`config.mk`:
```
export PLATFORM = sky130hd
export DESIGN_NAME = fp_mul_unpack
export DESIGN_NICKNAME = d
export VERILOG_FILES = /design/src/rtl/fp_mul_pkg.sv /design/src/rtl/fp32_classify.sv /design/src/rtl/fp_mul_unpack.sv
export SDC_FILE = /design/constraint.sdc
export NUM_CORES = 1
export LEC_CHECK = 0
export BUFFER_PORTS_ARGS = -buffer_cell sky130_fd_sc_hd__buf_2
export CAP_MARGIN = 20
export CELL_PAD_IN_SITES_DETAIL_PLACEMENT = 0
export CELL_PAD_IN_SITES_GLOBAL_PLACEMENT = 1
export CORE_ASPECT_RATIO = 1.4
export CORE_MARGIN = 2
export CORE_UTILIZATION = 44
export CTS_BUF_LIST = sky130_fd_sc_hd__clkbuf_4 sky130_fd_sc_hd__clkbuf_8
export CTS_CLUSTER_SIZE = 40
export DETAILED_ROUTE_END_ITERATION = 16
export PLACE_DENSITY = 0.95
export SLEW_MARGIN = 40
export SYNTH_ARGS = -nofsm -noshare
export SYNTH_HDL_FRONTEND = slang
export SYNTH_SLANG_ARGS = --single-unit
```
`constraint.sdc`:
```
create_clock -name CLK -period 6.8 [get_ports CLK]
set_clock_uncertainty 0.15 [all_clocks]
set_input_delay 0 -clock CLK [delete_from_list [all_inputs] [get_ports CLK]]
set_output_delay 0 -clock CLK [all_outputs]
set_load 0.05 [all_outputs]
```
`src/rtl/fp_mul_pkg.sv`:
```
// Shared definitions for the FP32 multiplier datapath: field widths, bias and
// the result-class encoding used by the unpack and exponent-update stages.
package fp_mul_pkg;

    localparam int FP32_BIAS = 127;
    localparam int EXP_W     = 8;
    localparam int MAN_W     = 24;
    localparam int EZ_W      = 10;

    typedef enum logic [1:0] {
        CLS_NORM = 2'b00,
        CLS_ZERO = 2'b01,
        CLS_INF  = 2'b10,
        CLS_NAN  = 2'b11
    } cls_t;

    // inf * zero is invalid and therefore NaN; NaN dominates everything else.
    function automatic cls_t combine_cls(input cls_t cls_a, input cls_t cls_b);
        cls_t res;
        if (cls_a == CLS_NAN || cls_b == CLS_NAN ||
            (cls_a == CLS_INF && cls_b == CLS_ZERO) ||
            (cls_a == CLS_ZERO && cls_b == CLS_INF))
            res = CLS_NAN;
        else if (cls_a == CLS_INF || cls_b == CLS_INF)
            res = CLS_INF;
        else if (cls_a == CLS_ZERO || cls_b == CLS_ZERO)
            res = CLS_ZERO;
        else
            res = CLS_NORM;
        return res;
    endfunction

endpackage

```
`src/rtl/fp32_classify.sv`:
```
// Combinational unpack of one FP32 operand into sign, biased exponent,
// significand with hidden bit, and operand class.
module fp32_classify
    import fp_mul_pkg::*;
#(
    parameter int FTZ = 1
) (
    input  logic [31:0]      x,
    output cls_t             cls,
    output logic             sign,
    output logic [EXP_W-1:0] exp,
    output logic [MAN_W-1:0] man
);

    logic [EXP_W-1:0] exp_f;
    logic [22:0]      frac;

    assign exp_f = x[30:23];
    assign frac  = x[22:0];
    assign sign  = x[31];
    assign exp   = exp_f;

    always_comb begin
        cls = CLS_NORM;
        man = {1'b1, frac};
        if (exp_f == '0) begin
            cls = CLS_ZERO;
            // Subnormals are classed as zero; only the flushed significand is meaningful.
            man = (FTZ != 0) ? '0 : {1'b0, frac};
        end else if (exp_f == '1) begin
            cls = (frac == '0) ? CLS_INF : CLS_NAN;
            man = '0;
        end
    end

endmodule

```
`src/rtl/fp_mul_unpack.sv`:
```
// FP32 multiplier front end: two-stage valid/ready pipeline that unpacks and
// classifies both operands and forms the biased exponent sum Ez_add.
module fp_mul_unpack
    import fp_mul_pkg::*;
#(
    parameter int BIAS = FP32_BIAS,
    parameter int FTZ  = 1
) (
    input  logic              CLK,
    input  logic              RST,
    input  logic              in_valid,
    output logic              in_ready,
    input  logic [31:0]       A,
    input  logic [31:0]       B,
    output logic              out_valid,
    input  logic              out_ready,
    output logic [EZ_W-1:0]   Ez_add,
    output logic [MAN_W-1:0]  Ma,
    output logic [MAN_W-1:0]  Mb,
    output logic              Sz,
    output logic [1:0]        cls
);

    cls_t             cls_a_c, cls_b_c;
    logic             sign_a_c, sign_b_c;
    logic [EXP_W-1:0] exp_a_c, exp_b_c;
    logic [MAN_W-1:0] man_a_c, man_b_c;

    fp32_classify #(.FTZ(FTZ)) u_cls_a (
        .x    (A),
        .cls  (cls_a_c),
        .sign (sign_a_c),
        .exp  (exp_a_c),
        .man  (man_a_c)
    );

    fp32_classify #(.FTZ(FTZ)) u_cls_b (
        .x    (B),
        .cls  (cls_b_c),
        .sign (sign_b_c),
        .exp  (exp_b_c),
        .man  (man_b_c)
    );

    logic             s1_valid, s2_valid;
    logic             s1_ready, s2_ready;
    cls_t             s1_cls_a, s1_cls_b;
    logic             s1_sz;
    logic [EXP_W-1:0] s1_ea, s1_eb;
    logic [MAN_W-1:0] s1_ma, s1_mb;

    cls_t             s2_cls;
    logic             s2_sz;
    logic [EZ_W-1:0]  s2_ez;
    logic [MAN_W-1:0] s2_ma, s2_mb;

    cls_t             res_cls;
    logic [EZ_W-1:0]  ez_sum;

    assign s2_ready = !s2_valid || out_ready;
    assign s1_ready = !s1_valid || s2_ready;
    assign in_ready = s1_ready;

    always_comb begin
        res_cls = combine_cls(s1_cls_a, s1_cls_b);
        // 10-bit two's complement; normal operands span -125..381 so it never wraps.
        ez_sum  = {2'b00, s1_ea} + {2'b00, s1_eb} - EZ_W'(BIAS);
    end

    always_ff @(posedge CLK) begin
        if (!RST) begin
            s1_valid <= 1'b0;
            s1_cls_a <= CLS_NORM;
            s1_cls_b <= CLS_NORM;
            s1_sz    <= 1'b0;
            s1_ea    <= '0;
            s1_eb    <= '0;
            s1_ma    <= '0;
            s1_mb    <= '0;
        end else if (s1_ready) begin
            s1_valid <= in_valid;
            if (in_valid) begin
                s1_cls_a <= cls_a_c;
                s1_cls_b <= cls_b_c;
                s1_sz    <= sign_a_c ^ sign_b_c;
                s1_ea    <= exp_a_c;
                s1_eb    <= exp_b_c;
                s1_ma    <= man_a_c;
                s1_mb    <= man_b_c;
            end
        end
    end

    always_ff @(posedge CLK) begin
        if (!RST) begin
            s2_valid <= 1'b0;
            s2_cls   <= CLS_NORM;
            s2_sz    <= 1'b0;
            s2_ez    <= '0;
            s2_ma    <= '0;
            s2_mb    <= '0;
        end else if (s2_ready) begin
            s2_valid <= s1_valid;
            if (s1_valid) begin
                s2_cls <= res_cls;
                s2_sz  <= s1_sz;
                if (res_cls == CLS_NORM) begin
                    s2_ez <= ez_sum;
                    s2_ma <= s1_ma;
                    s2_mb <= s1_mb;
                end else begin
                    s2_ez <= '0;
                    s2_ma <= '0;
                    s2_mb <= '0;
                end
            end
        end
    end

    assign out_valid = s2_valid;
    assign Ez_add    = s2_ez;
    assign Ma        = s2_ma;
    assign Mb        = s2_mb;
    assign Sz        = s2_sz;
    assign cls       = s2_cls;

endmodule
```
==> metrics.csv <==
stage,metric,value,unit
route,drt_iter0_markers,414,
synth,syn_nets,636,
power_and_ir_drop,switchingPower,0.447,mW
sta,final-setup-viol-count,0,
route,first_pass_iters,5,
setup_path,critical_path.cell_chain,"ha_1, ha_1, fa_1, a211oi_1, o21ai_0, and3_1, o31ai_1",
placement,io_buffers,130,
sta,fmax,418,MHz
sta,fin_hold_ws,0.233,ns
sta,min_period,2.39,ns
grt,antenna_found_initial,0,
placement,dpl.hpwl,8960,um
power_and_ir_drop,clkPwrFrac,41.4,%
setup_path,worst-path-buf-inv,0,
sta,slew_headroom,50.4,%
synth,syn_area,5220,sq um
cells_and_area,diodes,0,
route,wl_per_cell,16.2,um
synth,avgSynthCellArea,9.45,sq um
cells_and_area,postLayoutCoreUtil,59.5,%
die,die_area,12800,sq um
sta,rsz0062_at_grt,no,
route,drc_errors,0,
die,initial_utilization,44.6,%
power_and_ir_drop,p_leak,2.98,nW
setup_path,worstSetupEndpointType,flip-flop,
cells_and_area,final_net_count,811,
placement,dp_slack,4.46,ns
synth,synthCells,552,
placement,gp_congestion,0.846,
setup_path,startpoint_type,flip-flop,
die,core_area,11700,sq um
grt,grt_pass1_wl,23000,um
die,dieHeight,133,um
job,cap_violations,0,
setup_path,crit_path_frequent_cell,ha_1,
clock_tree,cts.clk_slew.worst_paths,0.08,ns
sta,worst_pin_slew,0.743,ns
setup_path,worstSetupPathType,reg -> reg,
sta,hold_viol,0,
grt,grt_usage,22.8,%
min_path,holdCritPathClass,in -> reg,
cells_and_area,stdcell_count,885,
power_and_ir_drop,combPwrFrac,12.7,%
grt,overflow,0,
die,num_rows,47,
power_and_ir_drop,power_density,258,nW/um^2
sta,maxSlewViolCount,0,
cells_and_area,layout_commonest_cell,dfxtp_1,
route,viasPerCell,5.68,
sta,tns,0,ns
route,routed_wl,14400,um
route,ant_nets,0,
synth,yosys_warnings,0,
power_and_ir_drop,switching_share,24.8,%
sta,fin_ws,4.41,ns
cells_and_area,fin_area,6960,sq um
setup_path,crit_family,adder cells,
setup_path,max_stage_delay,0.44,ns
synth,ys_seq_area_share,50.7,%
clock_tree,cts_tree,done,
grt,first_global_vias,4841,
cells_and_area,final_cell_mix,"dfxtp_1, buf_2, nor2_1",
power_and_ir_drop,internal-power,1.35,mW
setup_path,crit_slowest_cell,fa_1,
placement,dp_cells,788,
synth,synthDistinctLibCells,44,
placement,place_area,5840,sq um
clock_tree,cts-root-buf,clkbuf_8,
cells_and_area,drive_gt1_share,25.1,%
clock_tree,clockBufferDepth,2,
die,io_pins,131,
power_and_ir_drop,seqPwrFrac,45.9,%
setup_path,cp.arrival,2.59,ns
clock_tree,clock-sinks,132,
grt,grt_max_degree,74,
outcome,outcome,"complete, no violations",
sta,fin_crit_sh,35.2,%
power_and_ir_drop,peakVddDrop,0.177,mV
clock_tree,postCtsSetupBuffers,0,
clock_tree,cts_buffers,17,
power_and_ir_drop,power,1.80,mW
clock_tree,clk-insertion-delay-late,0.44,ns
synth,synth_seq_cells,132,
die,die_w,96.0,um
setup_path,cp.required,7.00,ns
cells_and_area,area_growth,33.4,%
setup_path,cp_max_fo,3,
clock_tree,htree_levels,4,
route,num_vias,5023,
==> cells by family (layout without fill, tap and decap cells) <==
group                      count (synthesis)  after routing  share of synthesized area, %
adders and majority gates                 16             16                          3.98
buffers and inverters                     57            243                          5.90
DFF                                      132            132                          50.7
AOI/OAI and AO/OA                        151            151                          22.2
and+or+nand+nor                          192            192                          16.6
xor gates and xnor gates                   3              3                         0.504
muxes                                      1              1                         0.192
==> metal layers <==
layer	GRT usage [%]	wire length (um)
met1	26.4	5570
met2	37.5	7340
met3	6.72	905
met4	11.3	536
met5	0	0
==> registers in the layout, indices dropped and copies added, names as in the netlist, 2 cells and up <==
register  count
s1_cls_b      2
s1_ma        24
cls           2
s1_ea         8
Mb           24
s1_mb        24
Ez_add       10
s1_eb         8
s1_cls_a      2
Ma           24
==> worst paths after layout <==
path	startpoint	to	slack, ns	depth (start not counted)
hold reg to reg	cls[0]	cls[0]	0.31	2
hold / removal	B[12]	s1_mb[12]	0.23	4
setup reg to reg	s1_ea[1]	Ez_add[7]	4.41	7
setup / recovery	s1_ea[1]	Ez_add[7]	4.41	7
==> layout make-up <==
class,instances,area [sq um]
Clock buffer,20,269
Timing Repair Buffer,202,1370
Inverter,11,42.5
Multi-Input combinational cell,363,2280
Tap cell,147,184
Fill cell,983,4740
Sequential cell,132,2640
Clock inverter,10,180
==> cells in the mapped netlist, drive strengths merged <==
master   number  share of area [%]
a2111o        1               0.22
a211o         1               0.17
a211oi        5                1.2
a21o          3               0.43
a21oi        26                2.5
a22oi        53                7.6
a2bb2oi       1               0.17
a31oi         1               0.12
a32oi        47                7.9
and3          2               0.24
and3b         1               0.24
and4          1               0.17
buf          26                3.7
clkbuf       20                1.4
dfxtp       132                 51
fa            1               0.38
ha           15                3.6
inv          11               0.79
mux2i         1               0.19
nand2        42                3.2
nand2b        1               0.12
nand3         7               0.67
nand4         7               0.84
nor2        108                7.8
nor3          2               0.19
nor4         15                2.4
o2111a        1               0.22
o211ai        4               0.58
o21ai         5               0.48
o21bai        1               0.14
o31ai         1               0.14
o41ai         1               0.31
or2           5               0.60
or3           1               0.12
xnor2         2               0.34
xor2          1               0.17
==> repair_timing <==
item	4_1_cts	5_1_grt
hold buffers	67	0
hold endpoints to repair	74	0
resized for setup	0	0
==> worst reg2reg max path, cell delays in order, from the launching register on <==
cell and delay [ns]:
dfxtp_1 0.31, ha_1 0.29, ha_1 0.24, fa_1 0.44
a211oi_1 0.30, o21ai_0 0.17, and3_1 0.22, o31ai_1 0.19
==> power by group through the flow <==
stage / registers (mW) / clock network (mW) / logic, mW
6_report: 0.825 / 0.744 / 0.229
5_1_grt: 0.828 / 0.790 / 0.249
4_1_cts: 0.824 / 0.756 / 0.227
3_5_place_dp: 0.842 / 0 / 0.195
3_3_place_gp: 0.840 / 0 / 0.190
2_1_floorplan: 0.872 / 0 / 0.106
(Power assumes the default switching activity.)
